### src/rtl/rr_arb4_pkg.sv
// Shared types and constants for the 4-way round-robin arbiter (rr_arb4).
package arb4_pkg;

  // Number of requesters and width of a requester index.
  localparam int N_REQ = 4;
  localparam int IDX_W = 2;

  // The last-served pointer resets to 3, so requester 0 is searched first after reset.
  localparam logic [IDX_W-1:0] PTR_RST = 2'd3;

  // Arbiter control states. GAP is the single forced zero cycle between grants.
  typedef enum logic [1:0] {
    ST_IDLE  = 2'd0,
    ST_GRANT = 2'd1,
    ST_GAP   = 2'd2
  } arb_state_t;

endpackage : arb4_pkg

### src/rtl/rr_arb4_if.sv
// Request/grant bundle for rr_arb4.
// Handshake: a grant is presented while grant_valid=1 with a one-hot Y. Y and
// grant_valid stay stable until a rising edge sees grant_valid && grant_ready,
// which is the accept. grant_ready is ignored while grant_valid=0. timeout is a
// one-cycle pulse reporting that a grant was abandoned without an accept.
interface rr_arb4_if;
  import arb4_pkg::*;

  logic [N_REQ-1:0] req;
  logic             grant_ready;
  logic [N_REQ-1:0] Y;
  logic             grant_valid;
  logic             timeout;

  // Arbiter side: sees requests and ready, drives the grant.
  modport master (
    input  req,
    input  grant_ready,
    output Y,
    output grant_valid,
    output timeout
  );

  // Requester/downstream side.
  modport slave (
    output req,
    output grant_ready,
    input  Y,
    input  grant_valid,
    input  timeout
  );

endinterface : rr_arb4_if

### src/rtl/rr_arb4_pick4.sv
// rr_pick4: combinational round-robin winner selection for four requesters.
// The search starts one past the last-served index and wraps, so the last
// served requester has the lowest priority.
module rr_pick4
  import arb4_pkg::*;
(
  input  logic [N_REQ-1:0] req,
  input  logic [IDX_W-1:0] ptr,
  output logic [N_REQ-1:0] win,
  output logic [IDX_W-1:0] win_idx
);

  logic             w_found;
  logic [IDX_W-1:0] w_cand;

  // Scan ptr+1, ptr+2, ptr+3, ptr (all modulo 4) and take the first set request.
  always_comb begin
    win     = '0;
    win_idx = ptr;
    w_found = 1'b0;
    w_cand  = ptr;
    for (int off = 1; off <= N_REQ; off++) begin
      w_cand = ptr + IDX_W'(off);
      if (!w_found && req[w_cand]) begin
        w_found = 1'b1;
        win_idx = w_cand;
      end
    end
    if (w_found) win[win_idx] = 1'b1;
  end

endmodule : rr_pick4

### src/rtl/rr_arb4.sv
// rr_arb4: 4-requester round-robin arbiter with a registered one-hot grant.
// Configuration macro: ARB_GRANT_TIMEOUT_EN enables abandoning a grant after
// TIMEOUT unaccepted cycles; without it the grant is held until accepted and
// the timeout output is tied low.
module rr_arb4
  import arb4_pkg::*;
#(
  parameter int TIMEOUT = 8
) (
  input  logic            clk,
  input  logic            rst,
  rr_arb4_if.master       bus,
  output arb_state_t      o_state
);

  // TIMEOUT must fit the 8-bit no-accept counter and allow at least two cycles.
  if (TIMEOUT < 2 || TIMEOUT > 255) begin : g_bad_timeout
    $error("rr_arb4: TIMEOUT out of range 2..255");
  end

  arb_state_t       r_state,   w_state_nxt;
  logic [IDX_W-1:0] r_ptr,     w_ptr_nxt;
  logic [IDX_W-1:0] r_gidx,    w_gidx_nxt;
  logic [N_REQ-1:0] r_y,       w_y_nxt;
  logic             r_valid,   w_valid_nxt;
  logic             r_timeout, w_timeout_nxt;

  logic [N_REQ-1:0] w_win;
  logic [IDX_W-1:0] w_win_idx;
  logic             w_load;

`ifdef ARB_GRANT_TIMEOUT_EN
  localparam logic [7:0] TO_LAST = 8'(TIMEOUT - 1);
  logic [7:0] r_cnt, w_cnt_nxt;
`endif

  rr_pick4 u_pick (
    .req     (bus.req),
    .ptr     (r_ptr),
    .win     (w_win),
    .win_idx (w_win_idx)
  );

  // Next-state and next-output logic; everything holds unless a case changes it.
  always_comb begin
    w_state_nxt   = r_state;
    w_ptr_nxt     = r_ptr;
    w_gidx_nxt    = r_gidx;
    w_y_nxt       = r_y;
    w_valid_nxt   = r_valid;
    w_timeout_nxt = 1'b0;
    w_load        = 1'b0;
`ifdef ARB_GRANT_TIMEOUT_EN
    w_cnt_nxt     = r_cnt;
`endif

    case (r_state)
      ST_IDLE: begin
        w_load = |bus.req;
      end
      // The GAP cycle itself is the zero cycle; its closing edge runs the IDLE
      // arbitration directly so back-to-back grants are separated by exactly one
      // zero cycle.
      ST_GAP: begin
        w_state_nxt = ST_IDLE;
        w_load      = |bus.req;
      end
      ST_GRANT: begin
        if (r_valid && bus.grant_ready) begin
          w_ptr_nxt   = r_gidx;
          w_y_nxt     = '0;
          w_valid_nxt = 1'b0;
          w_state_nxt = ST_GAP;
        end
`ifdef ARB_GRANT_TIMEOUT_EN
        else if (r_cnt == TO_LAST) begin
          w_ptr_nxt     = r_gidx;
          w_y_nxt       = '0;
          w_valid_nxt   = 1'b0;
          w_timeout_nxt = 1'b1;
          w_state_nxt   = ST_GAP;
        end else begin
          w_cnt_nxt = r_cnt + 8'd1;
        end
`endif
      end
      default: begin
        w_state_nxt = ST_IDLE;
        w_y_nxt     = '0;
        w_valid_nxt = 1'b0;
      end
    endcase

    if (w_load) begin
      w_y_nxt     = w_win;
      w_valid_nxt = 1'b1;
      w_gidx_nxt  = w_win_idx;
      w_state_nxt = ST_GRANT;
`ifdef ARB_GRANT_TIMEOUT_EN
      w_cnt_nxt   = 8'd0;
`endif
    end
  end

  // State and output registers; reset drops any pending grant silently.
  always_ff @(posedge clk or posedge rst) begin
    if (rst) begin
      r_state   <= ST_IDLE;
      r_ptr     <= PTR_RST;
      r_gidx    <= '0;
      r_y       <= '0;
      r_valid   <= 1'b0;
      r_timeout <= 1'b0;
    end else begin
      r_state   <= w_state_nxt;
      r_ptr     <= w_ptr_nxt;
      r_gidx    <= w_gidx_nxt;
      r_y       <= w_y_nxt;
      r_valid   <= w_valid_nxt;
      r_timeout <= w_timeout_nxt;
    end
  end

`ifdef ARB_GRANT_TIMEOUT_EN
  // Count of GRANT cycles that ended without an accept.
  always_ff @(posedge clk or posedge rst) begin
    if (rst) r_cnt <= 8'd0;
    else     r_cnt <= w_cnt_nxt;
  end
`endif

  assign bus.Y           = r_y;
  assign bus.grant_valid = r_valid;
  assign bus.timeout     = r_timeout;
  assign o_state         = r_state;

endmodule : rr_arb4

### src/flat_wrapper.sv
// flat-port wrapper written by rule: the top's interface ports become plain ports
module rr_arb4_flat import arb4_pkg::*;
#(
  parameter int TIMEOUT = 8
)
  (clk, rst, o_state, bus_req, bus_grant_ready, bus_Y, bus_grant_valid, bus_timeout);
  rr_arb4_if bus_i ();
  input  logic clk;
  input  logic rst;
  output arb_state_t o_state;
  input wire logic [$bits(bus_i.req)-1:0] bus_req;
  input wire logic [$bits(bus_i.grant_ready)-1:0] bus_grant_ready;
  output wire logic [$bits(bus_i.Y)-1:0] bus_Y;
  output wire logic [$bits(bus_i.grant_valid)-1:0] bus_grant_valid;
  output wire logic [$bits(bus_i.timeout)-1:0] bus_timeout;
  assign bus_i.req = bus_req;
  assign bus_i.grant_ready = bus_grant_ready;
  assign bus_Y = bus_i.Y;
  assign bus_grant_valid = bus_i.grant_valid;
  assign bus_timeout = bus_i.timeout;
  rr_arb4 #(.TIMEOUT(TIMEOUT)) u_core (.clk(clk), .rst(rst), .bus(bus_i), .o_state(o_state));
endmodule
### config.mk
export PLATFORM = sky130hd
export DESIGN_NAME = rr_arb4_flat
export DESIGN_NICKNAME = d
export VERILOG_FILES = /design/src/rtl/rr_arb4_pkg.sv /design/src/rtl/rr_arb4_if.sv /design/src/rtl/rr_arb4_pick4.sv /design/src/rtl/rr_arb4.sv /design/src/flat_wrapper.sv
export SDC_FILE = /design/constraint.sdc
export NUM_CORES = 1
export LEC_CHECK = 0
export ABC_AREA = 1
export CAP_MARGIN = 5
export CORE_MARGIN = 10
export CORE_UTILIZATION = 54
export CTS_BUF_LIST = sky130_fd_sc_hd__clkbuf_8
export DETAILED_ROUTE_END_ITERATION = 10
export PLACE_DENSITY = 0.83
export SKIP_CTS_REPAIR_TIMING = 1
export SYNTH_ARGS = -nofsm -noshare
export SYNTH_HDL_FRONTEND = slang
export SYNTH_SLANG_ARGS = --single-unit
### constraint.sdc
create_clock -name clk -period 2.9 [get_ports clk]
set_input_delay 0.58 -clock clk [delete_from_list [all_inputs] [get_ports clk]]
set_output_delay 0.58 -clock clk [all_outputs]
set_load 0.03 [all_outputs]
==> impl_results.md, run 1 <==
- Worst r2r path cells: 11
- Compound-Gate Fraction of Synth Area: between 1.5 and 2%
- DP Area: between 800 and 900 um2
- # IOs: 15
- Nets: 137
- Syn Inst Count: around 110
- Final Max Tran Viols: 0
- Yosys cell types: 18
- Die Y: roughly 58 um
- Clk_lat worst skew: 240 ps
- Initial antenna violation count: 0
- CP required: ~2300 ps
- F_max: between 0.5 and 0.6 GHz
- Global-route wire length before repair: 2900 um
- Synth Cell Area: 759 um2
- Synth Area in XOR/XNOR: 0%
- Max H-tree Level: 1
- CTS tree: built
- Worst vdd ir: 0.722 mV
- #FFs+latches synth: 11
- Top Family by Delay on Critical Path: buffers and inverters
- Via-per-instance ratio: a little under 5
- Row cnt: 13
- Total grt overflow: 0
- PD cells: 1320 mW/mm2
- Hold crit path type: flip-flop to flip-flop
- Die X: 57.5 um
- Syn Area/Cell: roughly 6.7 um2
- CTS root buffer: clkbuf_8
- Sequential area share after synthesis: between 30% and 40%
- Startpoint Class: flip-flop
- Vias: between 700 and 800
- Post-synthesis mux area share: 0%
- Largest family of logic cells by synthesized area: simple AND/OR/NAND/NOR gates
- Setup TNS: 0 ps
- Final Setup Violations: 0
- Synth Net Count: ~120
- Final Util: a little under three quarters
- Routed wire per std cell: roughly 11 um
- Synth area leaders: dfrtp_1 30%, nand2_1 30%, dfstp_2 6.9%
- Worst-path fanout max: 4
- Core Region: between 0.001 and 0.0015 mm2
- RSZ-0062 raised after global routing: false
- Clock-pin slew on the worst setup and hold paths: approximately 50 ps
- Crit path kind: flip-flop to output pin
- CP Cell Sequence: clkdlybuf4s50_1
- Leakage Power: ~0.52 nW
- WL final: between 1500 and 2000 um
- # port buffers: 13
- Total CTS buffers: 3
- Final GP Congestion: between 0.8 and 0.9
- Worst EP arrival: ~1300 ps
- Status: complete, no violations
- Post-Synth Simple-Gate Area: a little over half
- Leading area contributor after synthesis: dfrtp_1
- Clock Tree Buf Depth: 2
- CTS Sinks: 11
- Yosys top cell area share: approximately 30%
- Starting Density: between 50 and 60%
- Power, Total: 0.00124 W
- Worst path depth: 1
- Post-DRT Antenna Nets: 0
- Largest net degree at the start of global routing: 12
- Drt pass-1 iters: 4
- Buf/Inv on CP: 1
- Hold depth: 2
- Tmin final: 1880 ps
- Post-Synth Adder-Cell Area: 0%
- Gr usage total: roughly 11%
- Synth warn: 0
- DIE AREA: between 0.003 and 0.004 mm2
- Ant diodes: 0
- Period utilization: approximately 65%
- Max cap viols: 0
- Detailed Route Iter0 Violations: 14
- CP max-delay cell: clkdlybuf4s50_1
- Vias in the first global route: 707
- Share of cells above drive strength 1: ~16%
- DRC violations left: 0
- CP endpoint kind: output pin
- Skew final: 6.31 ps
- P&R area growth vs syn: 23.1%
- Detailed Place HPWL: 1340 um
- Post-Layout Inst Area: about 930 um2
- Max incr delay on CP: about 700 ps
- Final hold violations: 0
==> final timing paths <==
| path | slack [ps] | startpoint | endpoint |
|---|---|---|---|
| max in group asynchronous | 1940 | rst | u_core.r_ptr[0]$_DFFE_PP1P_ |
| setup reg to reg | 1230 | u_core.r_ptr[0]$_DFFE_PP1P_ | u_core.bus.Y[2]$_DFFE_PP0P_ |
| setup / recovery | 1020 | u_core.bus.grant_valid$_DFFE_PP0P_ | bus_grant_valid |
| min in group asynchronous | 630 | rst | u_core.bus.Y[0]$_DFFE_PP0P_ |
| hold reg to reg | 480 | u_core.bus.Y[0]$_DFFE_PP0P_ | u_core.bus.Y[0]$_DFFE_PP0P_ |
| hold / removal | 480 | u_core.bus.Y[0]$_DFFE_PP0P_ | u_core.bus.Y[0]$_DFFE_PP0P_ |
==> where the power goes <==
group	total, W	internal (W)	switching, W
logic	0.000789	0.000271	0.000518
registers	0.000303	0.000232	0.0000710
clock network	0.000145	0.0000925	0.0000530
==> synth_stat cells <==
cell,number
dfrtp_1,9
conb_1,1
buf_6,1
nand3_1,9
buf_4,1
o21ai_1,1
inv_8,1
nor2_2,1
nand2_4,3
inv_2,1
inv_1,6
nand2_2,7
nor2_1,7
o21ai_0,2
dfstp_2,2
nand2_1,60
clkinv_4,1
nand3_4,1
==> routing by layer <==
| metal | global-route usage (%) | share of wire [%] | up-vias |
|---|---|---|---|
| met4 | 4.70 | 0.43 | 0 |
| li1 | - | - | 371 |
| met2 | 16.9 | 47 | 10 |
| met3 | 5.31 | 5.6 | 2 |
| met5 | 0 | 0 | - |
| met1 | 11.9 | 47 | 327 |
==> state kept, by name (all words and copies together), names as in the netlist <==
register / flops
u_core.bus.Y: 4
u_core.bus.grant_valid: 1
u_core.o_state: 2
u_core.r_gidx: 2
u_core.r_ptr: 2
==> cells by family (layout without fill, tap and decap cells) <==
logic type | count (synthesis) | in the layout
AO/OA/AOI/OAI | 3 | 3
flip-flops | 11 | 11
AND/OR/NAND/NOR | 88 | 88
other | 1 | 1
buffers and inverters | 11 | 26
==> layout make-up <==
cell class	count	area, um2
Clock buffer	3	41.3
Clock inverter	1	3.75
Fill cell	115	383
Inverter	9	46.3
Multi-Input combinational cell	92	417
Sequential cell	11	278
Tap cell	15	18.8
Timing Repair Buffer	13	130
==> cell usage in the layout, fill, tap and decap left out <==
cell type	count
nand2_1	60
clkdlybuf4s50_1	13
nand3_1	9
dfrtp_1	9
nor2_1	7
inv_1	7
nand2_2	7
nand2_4	3
clkbuf_8	3
o21ai_0	2
dfstp_2	2
inv_8	1
inv_2	1
clkinv_4	1
nand3_4	1
o21ai_1	1
nor2_2	1
conb_1	1
==> stage by stage <==
stage          hold WS, ps  std cells  setup slack [ps]
2_1_floorplan          431        114              1420
3_3_place_gp           466        140               910
3_5_place_dp           468        140               868
4_1_cts                481        144              1000
5_1_grt                521        144               957
6_report               481        144              1020
Power figures use the tool's default switching activity.
==> run 2: changes to the inputs <==
--- a/config.mk
+++ b/config.mk
@@ -8,10 +8,10 @@
 export ABC_AREA = 1
 export CAP_MARGIN = 5
 export CORE_MARGIN = 10
-export CORE_UTILIZATION = 54
+export CORE_UTILIZATION = 52
 export CTS_BUF_LIST = sky130_fd_sc_hd__clkbuf_8
 export DETAILED_ROUTE_END_ITERATION = 10
-export PLACE_DENSITY = 0.83
+export PLACE_DENSITY = 0.8
 export SKIP_CTS_REPAIR_TIMING = 1
 export SYNTH_ARGS = -nofsm -noshare
 export SYNTH_HDL_FRONTEND = slang
==> constraint.sdc (replaced) <==
create_clock -name clk -period 1.8 [get_ports clk]
set_input_delay 0.36 -clock clk [delete_from_list [all_inputs] [get_ports clk]]
set_output_delay 0.36 -clock clk [all_outputs]
set_load 0.03 [all_outputs]
==> impl_results.md, run 2 (synthesis gave the netlist of run 1 again) <==
- CP required: roughly 1400 ps
- Worst vdd ir: 1.13 mV
- Worst-path fanout max: 4
- Detailed Route Iter0 Violations: 8
- Max H-tree Level: 1
- # port buffers: 13
- Drt pass-1 iters: 4
- Placed instance count: 140
- Hold slack: 399 ps
- Nets: about 140
- Fin worst setup slack: roughly 120 ps
- P_sw: around 0.0010 W
- PD cells: 2130 mW/mm2
- Final Setup Violations: 0
- Max cap viols: 0
- Switching share of total power: between 50% and 60%
- Detailed Place HPWL: 1260 um
- F_max: between 0.5 and 0.6 GHz
- Final Max Tran Viols: 0
- Skew final: ~6.4 ps
- Vias in the first global route: between 600 and 700
- CTS Sinks: 11
- Buf/Inv on CP: 1
- Hold crit path type: input port to asynchronous set/reset pin
- Largest net degree at the start of global routing: 12
- Total grt overflow: 0
- Initial antenna violation count: 0
- CTS root buffer: clkbuf_8
- Max incr delay on CP: roughly 700 ps
- Ant diodes: 0
- Worst EP arrival: between 1000 and 1500 ps
- Leakage Power: 0.526 nW
- Startpoint Class: flip-flop
- Final GP Congestion: between 0.8 and 0.9
- DIE AREA: about 0.0034 mm2
- Die Y: approximately 58 um
- WL final: 1610 um
- Most frequent cells in the layout: 60 x nand2_1, 13 x clkdlybuf4s50_1, 9 x nand3_1, 9 x dfrtp_1
- Final Util: around 71%
- Die X: 58.2 um
- Row cnt: 13
- Vias: slightly above 700
- Routed wire per std cell: ~11 um
- Clk_lat worst skew: around 240 ps
- CP Cell Sequence: clkdlybuf4s50_1
- Tmin final: between 1500 and 2000 ps
- CP max-delay cell: clkdlybuf4s50_1
- Gr usage total: between 10% and 20%
- Clock Tree Buf Depth: 2
- Status: complete, no violations
- CP endpoint kind: output pin
- Place WS: between 20 and 25 ps
- CTS tree: built
- Post-Layout Cell Count: ~150
- Share of cells above drive strength 1: between 15 and 20%
- Clock share of power: roughly an eighth
- Starting Density: 56.9%
- Most common cell after layout, fill and taps aside: nand2_1
- Internal Power: ~0.001 W
- Top Family by Delay on Critical Path: buffers and inverters
- Via-per-instance ratio: approximately 4.9
- Clock-pin slew on the worst setup and hold paths: approximately 50 ps
- Core Region: 0.00133 mm2
- Power, Total: 0.00201 W
- Total CTS buffers: 3
- # IOs: 15
- Global-route wire length before repair: 2820 um
- Largest register FFs: 4
- Crit path kind: flip-flop to output pin
- Gate power share: between 60% and 70%
- DRC violations left: 0
- P&R area growth vs syn: 24.2%
- Period utilization: 93.4%
- Final hold violations: 0
- Seq pwr share: 23.9%
- Post-DRT Antenna Nets: 0
[run 2: cell count changes in the layout (fill, tap and decap cells not counted)]
cell | before | now
inv_1 | 7 | 6
clkinv_2 | 0 | 1
buf_4 | 0 | 1
[run 2: final cells by class]
| type | count | area (um2) |
|---|---|---|
| Multi-Input combinational cell | 92 | 417 |
| Fill cell | 111 | 390 |
| Sequential cell | 11 | 278 |
| Timing Repair Buffer | 14 | 138 |
| Inverter | 9 | 46.3 |
| Clock buffer | 3 | 41.3 |
| Tap cell | 15 | 18.8 |
| Clock inverter | 1 | 5.00 |
[run 2: routing by layer]
| layer | GRT usage, % | routed length, um | vias to the layer above | part of all wire, % |
|---|---|---|---|---|
| li1 | - | - | 378 | - |
| met1 | 10.0 | 719 | 311 | 45 |
| met2 | 18.9 | 789 | 13 | 49 |
| met3 | 3.70 | 89 | 2 | 5.5 |
| met4 | 3.02 | 6 | 0 | 0.37 |
| met5 | 0 | 0 | - | 0 |
[run 2: power by group through the flow]
stage	clock network (W)	logic (W)	registers, W
6_report	0.000246	0.00129	0.000481
5_1_grt	0.000263	0.00145	0.000494
4_1_cts	0.000248	0.00128	0.000483
3_5_place_dp	0	0.00127	0.000486
3_3_place_gp	0	0.00124	0.000483
2_1_floorplan	0	0.000934	0.000540
[run 2: through the flow]
stage | cell area (um2) | TNS [ps]
after detailed placement | 890 | 0
after global routing | 943 | -9.13
after CTS | 936 | 0
after floorplan | 759 | 0
after global placement | 890 | 0
final | 943 | 0
[run 2: final timing paths]
path,start,endpoint,cells past startpoint,slack (ps)
worst max-delay path,u_core.bus.grant_valid$_DFFE_PP0P_,bus_grant_valid,1,120
worst min-delay path,rst,u_core.r_gidx[0]$_DFFE_PP0P_,2,400
worst max register to register,u_core.r_ptr[0]$_DFFE_PP1P_,u_core.bus.Y[0]$_DFFE_PP0P_,11,140
worst min register to register,u_core.bus.Y[1]$_DFFE_PP0P_,u_core.bus.Y[1]$_DFFE_PP0P_,2,480
max in group asynchronous,rst,u_core.r_ptr[1]$_DFFE_PP1P_,2,1090
min in group clk,u_core.bus.Y[1]$_DFFE_PP0P_,u_core.bus.Y[1]$_DFFE_PP0P_,2,480
